==> src/rtl/stopwatch_ctrl_if.sv <==
// Stopwatch controller signal bundle.
//
// Groups everything between the stopwatch control FSM and its surroundings
// (debounced buttons, the decade-counter chain and the display driver).
//   master : the surroundings. It drives the buttons, the live digits and the
//            saturation flag, and it receives the tick, clear, display and status.
//   slave  : stopwatch_ctrl.
//
// Signal protocol: there is no valid/ready handshake on this bundle. The buttons
// are clk-synchronous levels, and the controller acts only on their rising edges.
// tick_en and cnt_reset are single-cycle strobes that the counter chain must
// consume in the cycle they are high. All other outputs are plain levels.
interface stopwatch_ctrl_if #(
  parameter int NDIG = 4
);
  logic              start_stop;   // run/pause button level
  logic              lap;          // split button level
  logic              clr;          // clear button level
  logic [4*NDIG-1:0] digits_in;    // live BCD value, digit 0 in [3:0]
  logic              max_in;       // chain holds all nines
  logic              tick_en;      // one-cycle count enable to digit 0
  logic              cnt_reset;    // one-cycle clear to the whole chain
  logic [4*NDIG-1:0] disp_digits;  // live or latched lap value
  logic [1:0]        state;        // IDLE=00 RUN=01 PAUSE=10 LAP=11
  logic              lap_active;   // display shows the latched lap value
  logic              overflow;     // sticky saturation flag

  modport master (
    output start_stop, lap, clr, digits_in, max_in,
    input  tick_en, cnt_reset, disp_digits, state, lap_active, overflow
  );

  modport slave (
    input  start_stop, lap, clr, digits_in, max_in,
    output tick_en, cnt_reset, disp_digits, state, lap_active, overflow
  );
endinterface

==> src/rtl/stopwatch_ctrl.sv <==
// Stopwatch control FSM.
//
// This block decodes the start/stop, lap and clear buttons. It produces the
// prescaled count tick for the least-significant decade counter, the one-cycle
// clear pulse for the counter chain, and the lap (split) latch and display mux.
//
// Ports:
//   clk   : system clock, rising edge.
//   reset : asynchronous, active-high reset.
//   sw    : stopwatch_ctrl_if.slave. This is the button inputs, the live
//           digits, max_in, tick_en, cnt_reset, disp_digits, state,
//           lap_active and overflow.
//
// Parameters:
//   TICK_DIV : clk cycles per count tick (must be >= 2).
//   NDIG     : number of BCD digits in the chain. It must match the interface.
module stopwatch_ctrl #(
  parameter int TICK_DIV = 1000000,
  parameter int NDIG     = 4
) (
  input logic            clk,
  input logic            reset,
  stopwatch_ctrl_if.slave sw
);

  localparam int PW = (TICK_DIV > 1) ? $clog2(TICK_DIV) : 1;
  localparam logic [PW-1:0] TERM = PW'(TICK_DIV - 1);

  typedef enum logic [1:0] {
    IDLE  = 2'b00,
    RUN   = 2'b01,
    PAUSE = 2'b10,
    LAP   = 2'b11
  } state_t;

  state_t            state_q, state_d;
  logic [PW-1:0]     presc_q, presc_d;
  logic              tick_q, tick_d;
  logic              cnt_reset_q, cnt_reset_d;
  logic [4*NDIG-1:0] lap_reg_q, lap_reg_d;
  logic              ovf_q, ovf_d;
  logic              start_hist_q, lap_hist_q, clr_hist_q;
  // This flag is low for the first cycle after reset. A button that is already
  // held when reset releases is therefore seen as "old" and not as a new press.
  logic              armed_q;

  logic rise_start, rise_lap, rise_clr;
  logic ev_start, ev_lap, ev_clr;
  logic counting, at_term;

  assign rise_start = armed_q & sw.start_stop & ~start_hist_q;
  assign rise_lap   = armed_q & sw.lap        & ~lap_hist_q;
  assign rise_clr   = armed_q & sw.clr        & ~clr_hist_q;

  // Strict priority clr > start > lap. The winning rise masks the lower rises
  // even when the winner itself is ignored in the current state.
  assign ev_clr   = rise_clr;
  assign ev_start = rise_start & ~rise_clr;
  assign ev_lap   = rise_lap & ~rise_start & ~rise_clr;

  assign counting = (state_q == RUN) || (state_q == LAP);
  assign at_term  = counting && (presc_q == TERM);

  always_comb begin
    state_d     = state_q;
    presc_d     = presc_q;
    tick_d      = 1'b0;
    cnt_reset_d = 1'b0;
    lap_reg_d   = lap_reg_q;
    ovf_d       = ovf_q;

    if (counting) begin
      presc_d = at_term ? '0 : presc_q + PW'(1);
      tick_d  = at_term & ~sw.max_in;
    end

    case (state_q)
      IDLE: begin
        presc_d = '0;
        if (ev_clr) begin
          cnt_reset_d = 1'b1;
          lap_reg_d   = '0;
        end else if (ev_start) begin
          state_d = RUN;
        end
      end
      RUN: begin
        if (ev_start) begin
          state_d = PAUSE;
        end else if (ev_lap) begin
          state_d   = LAP;
          lap_reg_d = sw.digits_in;
        end
      end
      LAP: begin
        if (ev_clr) begin
          state_d = RUN;
        end else if (ev_start) begin
          state_d = PAUSE;
        end else if (ev_lap) begin
          lap_reg_d = sw.digits_in;
        end
      end
      PAUSE: begin
        if (ev_clr) begin
          state_d     = IDLE;
          cnt_reset_d = 1'b1;
          presc_d     = '0;
          ovf_d       = 1'b0;
          lap_reg_d   = '0;
        end else if (ev_start && !ovf_q) begin
          state_d = RUN;
        end
      end
      default: state_d = IDLE;
    endcase

    // A saturated chain freezes the stopwatch. This overrides any button
    // transition taken in the same cycle.
    if (at_term && sw.max_in) begin
      state_d = PAUSE;
      ovf_d   = 1'b1;
    end
  end

  always_ff @(posedge clk or posedge reset) begin
    if (reset) begin
      state_q      <= IDLE;
      presc_q      <= '0;
      tick_q       <= 1'b0;
      cnt_reset_q  <= 1'b0;
      lap_reg_q    <= '0;
      ovf_q        <= 1'b0;
      start_hist_q <= 1'b0;
      lap_hist_q   <= 1'b0;
      clr_hist_q   <= 1'b0;
      armed_q      <= 1'b0;
    end else begin
      state_q      <= state_d;
      presc_q      <= presc_d;
      tick_q       <= tick_d;
      cnt_reset_q  <= cnt_reset_d;
      lap_reg_q    <= lap_reg_d;
      ovf_q        <= ovf_d;
      start_hist_q <= sw.start_stop;
      lap_hist_q   <= sw.lap;
      clr_hist_q   <= sw.clr;
      armed_q      <= 1'b1;
    end
  end

  assign sw.tick_en     = tick_q;
  assign sw.cnt_reset   = cnt_reset_q;
  assign sw.state       = state_q;
  assign sw.lap_active  = (state_q == LAP);
  assign sw.overflow    = ovf_q;
  assign sw.disp_digits = (state_q == LAP) ? lap_reg_q : sw.digits_in;

endmodule
==> src/flat_wrapper.sv <==
// flat-port wrapper written by rule: the top's interface ports become plain ports
module stopwatch_ctrl_flat 
#(
  parameter int TICK_DIV = 1000000,
  parameter int NDIG     = 4
)
  (clk, reset, sw_start_stop, sw_lap, sw_clr, sw_digits_in, sw_max_in, sw_tick_en, sw_cnt_reset, sw_disp_digits, sw_state, sw_lap_active, sw_overflow);
  stopwatch_ctrl_if #(.NDIG(NDIG)) sw_i ();
  input logic clk;
  input logic reset;
  input wire logic [$bits(sw_i.start_stop)-1:0] sw_start_stop;
  input wire logic [$bits(sw_i.lap)-1:0] sw_lap;
  input wire logic [$bits(sw_i.clr)-1:0] sw_clr;
  input wire logic [$bits(sw_i.digits_in)-1:0] sw_digits_in;
  input wire logic [$bits(sw_i.max_in)-1:0] sw_max_in;
  output wire logic [$bits(sw_i.tick_en)-1:0] sw_tick_en;
  output wire logic [$bits(sw_i.cnt_reset)-1:0] sw_cnt_reset;
  output wire logic [$bits(sw_i.disp_digits)-1:0] sw_disp_digits;
  output wire logic [$bits(sw_i.state)-1:0] sw_state;
  output wire logic [$bits(sw_i.lap_active)-1:0] sw_lap_active;
  output wire logic [$bits(sw_i.overflow)-1:0] sw_overflow;
  assign sw_i.start_stop = sw_start_stop;
  assign sw_i.lap = sw_lap;
  assign sw_i.clr = sw_clr;
  assign sw_i.digits_in = sw_digits_in;
  assign sw_i.max_in = sw_max_in;
  assign sw_tick_en = sw_i.tick_en;
  assign sw_cnt_reset = sw_i.cnt_reset;
  assign sw_disp_digits = sw_i.disp_digits;
  assign sw_state = sw_i.state;
  assign sw_lap_active = sw_i.lap_active;
  assign sw_overflow = sw_i.overflow;
  stopwatch_ctrl #(.TICK_DIV(TICK_DIV), .NDIG(NDIG)) u_core (.clk(clk), .reset(reset), .sw(sw_i));
endmodule
==> config.mk <==
export PLATFORM = sky130hd
export DESIGN_NAME = stopwatch_ctrl_flat
export DESIGN_NICKNAME = d
export VERILOG_FILES = /design/src/rtl/stopwatch_ctrl_if.sv /design/src/rtl/stopwatch_ctrl.sv /design/src/flat_wrapper.sv
export SDC_FILE = /design/constraint.sdc
export NUM_CORES = 1
export LEC_CHECK = 0
export CAP_MARGIN = 20
export CORE_AREA = 2 2 70 72
export DETAILED_ROUTE_END_ITERATION = 7
export DIE_AREA = 0 0 72 74
export GPL_ROUTABILITY_DRIVEN = 0
export PLACE_DENSITY = 0.77
export SLEW_MARGIN = 20
export SYNTH_ARGS = -nofsm -noshare
export SYNTH_HDL_FRONTEND = slang
export SYNTH_SLANG_ARGS = --single-unit
==> constraint.sdc <==
create_clock -name clk -period 3.11 [get_ports clk]
set_clock_uncertainty 0.2 [all_clocks]
set_input_delay 0.311 -clock clk [delete_from_list [all_inputs] [get_ports clk]]
set_output_delay 0.311 -clock clk [all_outputs]
set_load 0.01 [all_outputs]
==> results.toml, run 1 <==
[clock_tree]
htreeDepth = 2
hold_buffers = 0
cts_buffer_depth = 2
path_clk_slew_ns = 0.09
numCtsBuffers = 5
tritoncts = "yes"
cts_resized = 0
clock-root-buffer = "clkbuf_8"
clkLatencyLatePin_ns = 0.29
cts.sinks = 45
postCtsSetupBuffers = 0

[finish]
final_common_cell = "dfrtp_1"
finalNetCount = 306
layout-drive-gt1-share = 0.130
fin_util = 0.626
antennaDiodeCount = 0
most-common-layout-cells = "45 x dfrtp_1, 44 x nand2_1, 43 x clkdlybuf4s50_1, 23 x o21ai_0, 17 x mux2_2"
synthToLayoutAreaGrowth_pct = 25.6

[synthesis]
synth_cell_types = 41
synth-edff-count = 0
yosys.area_share.simple = 0.226
synth_area_per_cell_um2 = 9.59
synthMuxAreaShare = 0.0836
synth_area_um2 = 2290
synth_top_family_by_area = "simple AND/OR/NAND/NOR gates"
synth_compound_area_frac = 0.119
ys_ff_latch = 45
ys_warn_count = 0
postSynth.asyncResetShare = 1.00
syn_inst = 239
syn_nets = 262
ys.flop_type = "dfrtp_1"
ys_seq_area_frac = 0.492
synth_xor_area_frac = 0.0344
synthAdderAreaFrac = 0.00546

[pwr]
power.leakage_nw = 1.18
power_density_nw_per_um2 = 621
peakVddDrop_v = 0.000374

[run]
drv_cap = 0

[worst_setup_path]
worstPathCellList = "nand2_1 -> buf_4 -> mux2_2 -> clkdlybuf4s50_1"
critPathLaunch = "u_core.sw.state[0]"
path_depth = 4
r2r_setup_slack_ns = 0.64
timing.rr.start = "u_core.presc_q[0]"
critPathTopFamily = "buffers and inverters"
cp-end-kind = "output pin"
crit_buf_inv = 2
start_kind = "flop"
crit_type = "reg2out"
crit_end = "sw_disp_digits[4]"
rr_worst_depth = 5
r2r_end = "u_core.presc_q[18]"
crit_slowest_cell = "dfrtp_1"
cpPeakStageDelay_ns = 0.50
arrival_ns = 2.00
cp_max_fo = 17
crit_required_ns = 2.60

[global_routing]
grt_max_degree = 33
grt.overflow.total = 0
grt_pass1_wl_um = 7810
grt_use_total = 0.188
grt_pass1_vias = 1746
antenna_found_initial = 0

[routing]
vias = 1818
drc_errors = 0
ant_nets = 0
viasPerCell = 5.38
wl_um = 4500
first_pass_iters = 4
wl_per_cell_um = 13.3
dr.first_iter.drc_count = 124

[timing]
layout_min_cycle_time_ns = 2.51
slew_violations = 0
max_freq_mhz = 398
maxSlewHeadroom = 0.501
rsz0062_at_grt = "false"
final-setup-viol-count = 0
finalSetupTns_ns = 0
post-route-period-util = 0.808
hold_viol = 0
tightest_slew_ns = 0.746

[floorplan]
fp.coreArea_um2 = 4600
fp.dieH_um = 74
die_w_um = 72
die-area_um2 = 5330
row_count = 25
start_util = 0.498
ioPinCount = 44

[status]
status = "complete, no violations"

[placement]
post-dp-hpwl_um = 3200
portBuffers = 43

[worst_hold_path]
hold_path.class = "in2async"
==> logic make-up after synthesis <==
group / count (synthesis)
other: 1
AO/OA/AOI/OAI: 44
XOR/XNOR: 9
adder cells (fa/ha/maj): 1
multiplexers: 17
AND/OR/NAND/NOR: 102
buffers and inverters: 20
flip-flops: 45
==> how the worst min path moves through the flow <==
stage / slack (ns) / start / endpoint
6_report: 0.13 / reset / u_core.lap_reg_q[14]
5_1_grt: 0.18 / reset / u_core.lap_reg_q[4]
2_1_floorplan: 0.14 / sw_clr / u_core.clr_hist_q
3_5_place_dp: 0.27 / u_core.lap_reg_q[1] / u_core.lap_reg_q[1]
3_3_place_gp: 0.26 / u_core.lap_reg_q[10] / u_core.lap_reg_q[10]
4_1_cts: 0.15 / reset / u_core.lap_reg_q[4]
==> report_power, final <==
group | internal, mW | switching [mW] | total (mW)
clock | 0.159 | 0.192 | 0.351
sequential | 0.705 | 0.101 | 0.806
combinational | 0.322 | 0.308 | 0.630
total | 1.19 | 0.600 | 1.79
==> registers in the layout, summed over array words and instances, names as in the netlist <==
signal and count:
u_core.sw.state 2, u_core.sw.overflow 1, u_core.lap_reg_q 16, u_core.presc_q 20, u_core.clr_hist_q 1, u_core.sw.cnt_reset 1, u_core.lap_hist_q 1, u_core.armed_q 1
u_core.sw.tick_en 1, u_core.start_hist_q 1
==> Yosys cell counts (all sizes together) (2+ instances only) <==
cell	number	area, µm²
xnor2	7	61.3
a21o	2	15.0
dfrtp	45	1130
or3	9	62.6
mux2	17	191
clkbuf	8	30.0
nor3	5	25.0
xor2	2	17.5
a21oi	12	60.1
nand4	4	25.0
or4	5	41.3
nor2	12	45.0
o31ai	2	15.0
nand3	8	45.0
nand2b	2	12.5
buf	4	28.8
inv	8	30.0
nand2	44	165
nor4	2	12.5
nor2b	3	18.8
o21ai	23	115
and2	2	12.5
==> through the flow <==
| stage | cells | hold slack [ns] | power (mW) | setup WS, ns | area [µm²] |
|---|---|---|---|---|---|
| after global placement | 330 | 0.259 | 1.44 | 0.694 | 2780 |
| after global routing | 338 | 0.185 | 1.92 | 0.483 | 2880 |
| after detailed placement | 330 | 0.267 | 1.45 | 0.566 | 2780 |
| after floorplan | 239 | 0.142 | 1.20 | 0.879 | 2290 |
| after CTS | 338 | 0.148 | 1.80 | 0.572 | 2870 |
| final | 338 | 0.132 | 1.79 | 0.598 | 2880 |
==> cell type report <==
| class | instances | area, µm² |
|---|---|---|
| Sequential cell | 45 | 1130 |
| Inverter | 8 | 30.0 |
| Timing Repair Buffer | 49 | 475 |
| Fill cell | 386 | 1720 |
| Clock inverter | 1 | 7.51 |
| Tap cell | 54 | 67.6 |
| Clock buffer | 7 | 76.3 |
| Multi-Input combinational cell | 174 | 1090 |
==> metal layers <==
| layer | wire, µm | vias up | track usage |
|---|---|---|---|
| met2 | 2140 | 47 | 0.318 |
| li1 | - | 911 | - |
| met1 | 2020 | 855 | 0.238 |
| met5 | 0 | - | 0 |
| met3 | 287 | 5 | 0.0596 |
| met4 | 41 | 0 | 0.0440 |
Note: power is estimated with default switching activity, not from simulation.
==> run 2, diff against run 1 <==
==> constraint.sdc (replaced) <==
create_clock -name clk -period 2.4 [get_ports clk]
set_clock_uncertainty 0.2 [all_clocks]
set_input_delay 0.24 -clock clk [delete_from_list [all_inputs] [get_ports clk]]
set_output_delay 0.24 -clock clk [all_outputs]
set_load 0.01 [all_outputs]
==> run 2 against run 1 <==
Worst hold slack better by 0.027 ns. Flip-flop and latch count unchanged. Clock-buffer cell count down 2. Power up 39%. Largest power group unchanged. Global-route usage down 0.051 points. Via count up 0.77%. Die area unchanged. Routed wire length up 4.2%. Setup slack worse by 0.54 ns. Final cell count up 0.89%. First-iteration DRC count down 42%.
==> results.toml, run 2 (synthesized netlist as in run 1, its figures left out) <==
[status]
status = "complete, no violations"

[clock_tree]
cts_buffer_depth = 2
cts.sinks = 45
numCtsBuffers = 5
postCtsSetupBuffers = 0
clkLatencyLatePin_ns = 0.31
path_clk_slew_ns = 0.09
tritoncts = "yes"
hold_buffers = 0
clock-root-buffer = "clkbuf_8"
htreeDepth = 2

[worst_setup_path]
worstPathCellList = "nand2_1 -> buf_6 -> mux2_2 -> clkdlybuf4s50_1"
cp-end-kind = "output pin"
cpPeakStageDelay_ns = 0.49
crit_required_ns = 1.96
arrival_ns = 1.90
start_kind = "flop"
crit_type = "reg2out"
crit_buf_inv = 2
cp_max_fo = 17
crit_slowest_cell = "clkdlybuf4s50_1"
critPathTopFamily = "buffers and inverters"

[routing]
first_pass_iters = 4
wl_um = 4690
routed.top_layer = "met4"
wl_met1_um = 2200
dr.first_iter.drc_count = 72
met3_length_um = 256
drc_errors = 0
vias = 1832
viasPerCell = 5.37
wl_per_cell_um = 13.7
wl_met2_um = 2140
ant_nets = 0

[floorplan]
ioPinCount = 44
die-area_um2 = 5330
fp.dieH_um = 74
die_w_um = 72
row_count = 25
start_util = 0.498
fp.coreArea_um2 = 4600

[timing]
tightest_slew_ns = 0.736
post-route-period-util = 0.975
layout_min_cycle_time_ns = 2.34
rsz0062_at_grt = "true"
hold_viol = 0
final-setup-viol-count = 0
maxSlewHeadroom = 0.508
slew_violations = 0
fin_ws_ns = 0.0596
max_freq_mhz = 427

[finish]
fin_cells = 341
finalNetCount = 310
layout-drive-gt1-share = 0.157
final_common_cell = "nand2_1"
most-common-layout-cells = "44 x nand2_1, 43 x clkdlybuf4s50_1, 43 x dfrtp_1, 23 x o21ai_0, 17 x mux2_2"
largest-register = "u_core.presc_q"
synthToLayoutAreaGrowth_pct = 28.2
largest_reg_flops = 20
antennaDiodeCount = 0

[placement]
portBuffers = 43
pre_cts_ws_ns = -0.129
post-dp-hpwl_um = 3340
place_inst = 334

[global_routing]
grt_pass1_vias = 1718
grt_max_degree = 46
antenna_found_initial = 0
grt.overflow.total = 0
grt_use_total = 0.187
grt_pass1_wl_um = 7730

[pwr]
p_total_mw = 2.48
power_density_nw_per_um2 = 846
power.leakage_nw = 1.22
peakVddDrop_v = 0.000449

[run]
drv_cap = 0

[worst_hold_path]
hold_path.class = "in2async"
## run 2: power breakdown
group          internal, mW  switching, mW  total [mW]
clock network         0.303          0.261       0.564
logic                 0.445          0.434       0.879
registers             0.918          0.123        1.04
total                  1.67          0.819        2.48
## run 2: worst paths after layout
| kind | start | endpoint | slack (ns) | cells after the start |
|---|---|---|---|---|
| max | u_core.sw.state[0] | sw_disp_digits[14] | 0.06 | 4 |
| min | reset | u_core.lap_reg_q[14] | 0.16 | 3 |
| max reg2reg | u_core.presc_q[12] | u_core.presc_q[1] | 0.10 | 4 |
| min reg2reg | u_core.lap_reg_q[13] | u_core.lap_reg_q[13] | 0.28 | 2 |
| max in group asynchronous | reset | u_core.sw.state[1] | 1.42 | 3 |
| min in group clk | sw_lap | u_core.lap_hist_q | 0.18 | 1 |
## run 2: layout make-up
cell class                 count  area [µm²]
clock buffer                   5        68.8
clock inverter                 2        35.0
fill                         374        1660
inverter                       8        30.0
multi-input combinational    174        1100
sequential                    45        1130
tap                           54        67.6
timing repair buffer          53         509
## run 2: worst reg2reg max path, cell delays in order (launching register included)
cell     delay (ns)
dfrtp_1        0.43
or3_1          0.37
or4_4          0.57
or3_1          0.35
a32o_1         0.26
## run 2: per-layer routing
metal / up-vias / global-route usage
li1: 926 / -
met3: 7 / 0.0447
met1: 851 / 0.236
met5: - / 0
met2: 48 / 0.308
met4: 0 / 0.0881
## run 2: per-stage QoR
stage	hold WS, ns	area (µm²)	TNS, ns	utilization
finish	0.159	2940	0	0.639
global route	0.200	2940	-0.00613	0.639
CTS	0.183	2930	0	0.638
detailed placement	0.271	2810	-0.632	0.612
global placement	0.262	2810	0	0.612
floorplan	0.0714	2290	0	-
## run 2: what timing repair did
| item | 4_1_cts | 5_1_grt |
|---|---|---|
| setup endpoints to repair | 12 | 16 |
| pin swaps | 0 | 0 |
| cloned | 0 | 0 |
| hold endpoints to repair | 0 | 0 |
| resized for setup | 2 | 3 |
==> patch: new RTL, flow settings as in run 1 <==
`NDIG` is set to 4 in 3 places; all go to 6.
--- a/src/rtl/stopwatch_ctrl_if.sv
+++ b/src/rtl/stopwatch_ctrl_if.sv
@@ -12,5 +12,5 @@
 // consume in the cycle they are high. All other outputs are plain levels.
 interface stopwatch_ctrl_if #(
-  parameter int NDIG = 4
+  parameter int NDIG = 6
 );
   logic              start_stop;   // run/pause button level
--- a/src/rtl/stopwatch_ctrl.sv
+++ b/src/rtl/stopwatch_ctrl.sv
@@ -17,5 +17,5 @@
 module stopwatch_ctrl #(
   parameter int TICK_DIV = 1000000,
-  parameter int NDIG     = 4
+  parameter int NDIG     = 6
 ) (
   input logic            clk,
--- a/src/flat_wrapper.sv
+++ b/src/flat_wrapper.sv
@@ -3,5 +3,5 @@
 #(
   parameter int TICK_DIV = 1000000,
-  parameter int NDIG     = 4
+  parameter int NDIG     = 6
 )
   (clk, reset, sw_start_stop, sw_lap, sw_clr, sw_digits_in, sw_max_in, sw_tick_en, sw_cnt_reset, sw_disp_digits, sw_state, sw_lap_active, sw_overflow);
Interface: changed (resized sw_digits_in and sw_disp_digits); port bits go from 44 to 60. The function was not compared with the original's and may differ.
==> patch against run 1 <==
  * Core utilization up 14 points
  * Area after synthesis up 21%
  * Largest power group unchanged
  * Cell area up 22%
  * Via count up 27%
  * Worst setup slack worse by 0.077 ns
  * Total power up 1.5%
  * Routed wire length up 31%
  * Sequential cell count up 8
==> patch: results (changes against run 1) <==
[synthesis] biggest area contributors in the synthesized netlist dfrtp_1 48%, mux2i_1 9.0%, nand2_1 8.9% [was dfrtp_1 49%, mux2_2 8.4%, nand2_1 7.2%]
[setup_path] CP Launch Point u_core.sw.state[1] [was u_core.sw.state[0]]
[placed_design] HPWL after detailed placement 4.14 mm [was 3.20 mm]
[synthesis] sequential fraction of the synthesis area 0.478 [was 0.492]
[run] max-capacitance violation count 0 [unchanged]
[pwr] leakage power total 1.51 nW [was 1.18 nW]
[clock_tree] Bufs on Longest Clock Path 2 [unchanged]
[setup_path] delay of the slowest critical-path stage 0.61 ns [was 0.50 ns]
[global_route] GRT Resource Usage Total 0.236 [was 0.188]
[cells_and_area] share of post-route cells with drive strength above 1 0.0516 [was 0.130]
[pwr] VDD IR-drop max 0.000268 V [was 0.000374 V]
[cells_and_area] count of antenna diodes in the layout 0 [unchanged]
[routing] Pre-Repair DR Iteration Count 4 [unchanged]
[routing] total detailed-routing wirelength 5.90 mm [was 4.50 mm]
[outcome] outcome finished clean [unchanged]
[pwr] switching power total 539 µW [was 600 µW]
[cells_and_area] largest register by flop count u_core.lap_reg_q [was u_core.presc_q]
[global_route] maximum number of pins on one net before global-route repair 50 [was 33]
[setup_path] start of the worst register-to-register path u_core.sw.state[0] [was u_core.presc_q[0]]
[placed_design] Port-buffer cells 59 [was 43]
[synthesis] most common library cells after synthesis 66 x nand2_1, 53 x dfrtp_1, 32 x o21ai_0 [was 45 x dfrtp_1, 44 x nand2_1, 23 x o21ai_0]
[synthesis] count of different cell masters after synthesis 41 [unchanged]
[synthesis] dominant cell type by area after synthesis dfrtp_1 [unchanged]
[setup_path] slowest cell on the critical path clkdlybuf4s50_1 [was dfrtp_1]
[cells_and_area] number of fillers in the final layout 325 [was 386]
[placed_design] post-placement cell area 0.00340 mm² [was 0.00278 mm²]
[setup_path] Max FO, Critical Path 49 [was 17]
[routing] via-per-instance ratio 5.47 [was 5.38]
[synthesis] Yosys warning count 0 [unchanged]
[routing] number of DRC markers after the initial detailed-route iteration 157 [was 124]
[clock_tree] register clock-pin slew on the reported worst setup and hold paths 0.09 ns [about the same]
[clock_tree] post-CTS setup buffers 0 [unchanged]
[global_route] vias in the first global route 2,285 [was 1,746]
[setup_path] Data arrival, critical path 2.08 ns [was 2.00 ns]
[sta] worst slew slack as a fraction of its limit 0.548 [was 0.501]
[clock_tree] number of buffers added by the clock tree synthesis step 5 [unchanged]
[cells_and_area] NumNets Final 399 [was 306]
[synthesis] number of nets in the synthesized netlist 342 [was 262]
[cells_and_area] number of flip-flops under the largest register name 24 [was 20]
[clock_tree] buffer cell driving the clock tree root clkbuf_8 [unchanged]
[clock_tree] quantity of gates resized following cts 0 [unchanged]
[global_route] first-pass GRT wire length 9.94 mm [was 7.81 mm]
-- patch: cell types whose count changed after synthesis, sizes merged, moves of 7 or more --
cell / delta
or3: -9
nand2: +22
dfrtp: +8
a21oi: -12
o21ai: +10
nor2: +7
mux2i: +25
inv: +22
mux2: -16
nor4: +7
-- patch: final cells by class --
type	instances	area share
Sequential cell	53	0.378
Inverter	30	0.0321
Clock buffer	5	0.0196
Timing Repair Buffer	64	0.179
Multi-Input combinational cell	214	0.362
Tap cell	54	0.0193
Clock inverter	2	0.00999
-- patch: routing by layer --
metal,global-route usage,routed length (µm),vias up
met1,0.308,2700,1072
met2,0.392,2780,73
met5,0,0,-
met4,0.0755,59,0
met3,0.0583,358,6
li1,-,-,1156
-- patch: power groups by stage --
stage / registers, mW / clock network, mW / logic [mW]
after floorplan: 0.868 / 0 / 0.297
after global placement: 0.875 / 0 / 0.480
after detailed placement: 0.881 / 0 / 0.490
after CTS: 0.868 / 0.464 / 0.498
after global routing: 0.881 / 0.485 / 0.554
final: 0.868 / 0.452 / 0.494
-- patch: worst paths after layout --
check,to,slack (ns),cells past startpoint
min in group clk,u_core.lap_hist_q,0.29,1
min,u_core.lap_reg_q[11],0.15,2
min reg2reg,u_core.lap_reg_q[16],0.32,2
max in group asynchronous,u_core.presc_q[2],1.96,3
max reg2reg,u_core.presc_q[19],0.82,5
max,sw_disp_digits[10],0.52,5
-- patch: worst register-to-register path: stages, from the launching register on --
cell	delay, ns
dfrtp_1	0.35
buf_4	0.34
nand4_1	0.42
nor4_2	0.36
mux2_2	0.38
nor3_1	0.16
-- patch: metrics by stage --
step / cells / util / hold WS (ns) / power [mW] / setup WS (ns)
after global placement: 415 / 0.740 / 0.295 / 1.36 / 0.880
after CTS: 422 / 0.763 / 0.158 / 1.83 / 0.511
after floorplan: 311 / - / 0.142 / 1.17 / 1.16
after detailed placement: 415 / 0.740 / 0.307 / 1.37 / 0.838
after global routing: 422 / 0.763 / 0.193 / 1.92 / 0.337
final: 422 / 0.763 / 0.146 / 1.81 / 0.521
-- patch: logic make-up after synthesis --
group,share of synthesized area
buf+inv,0.0645
simple gates,0.221
other cells,0.00135
fa+ha+maj,0.00451
xor+xnor,0.0410
compound gates,0.0956
flops,0.478
mux,0.0942
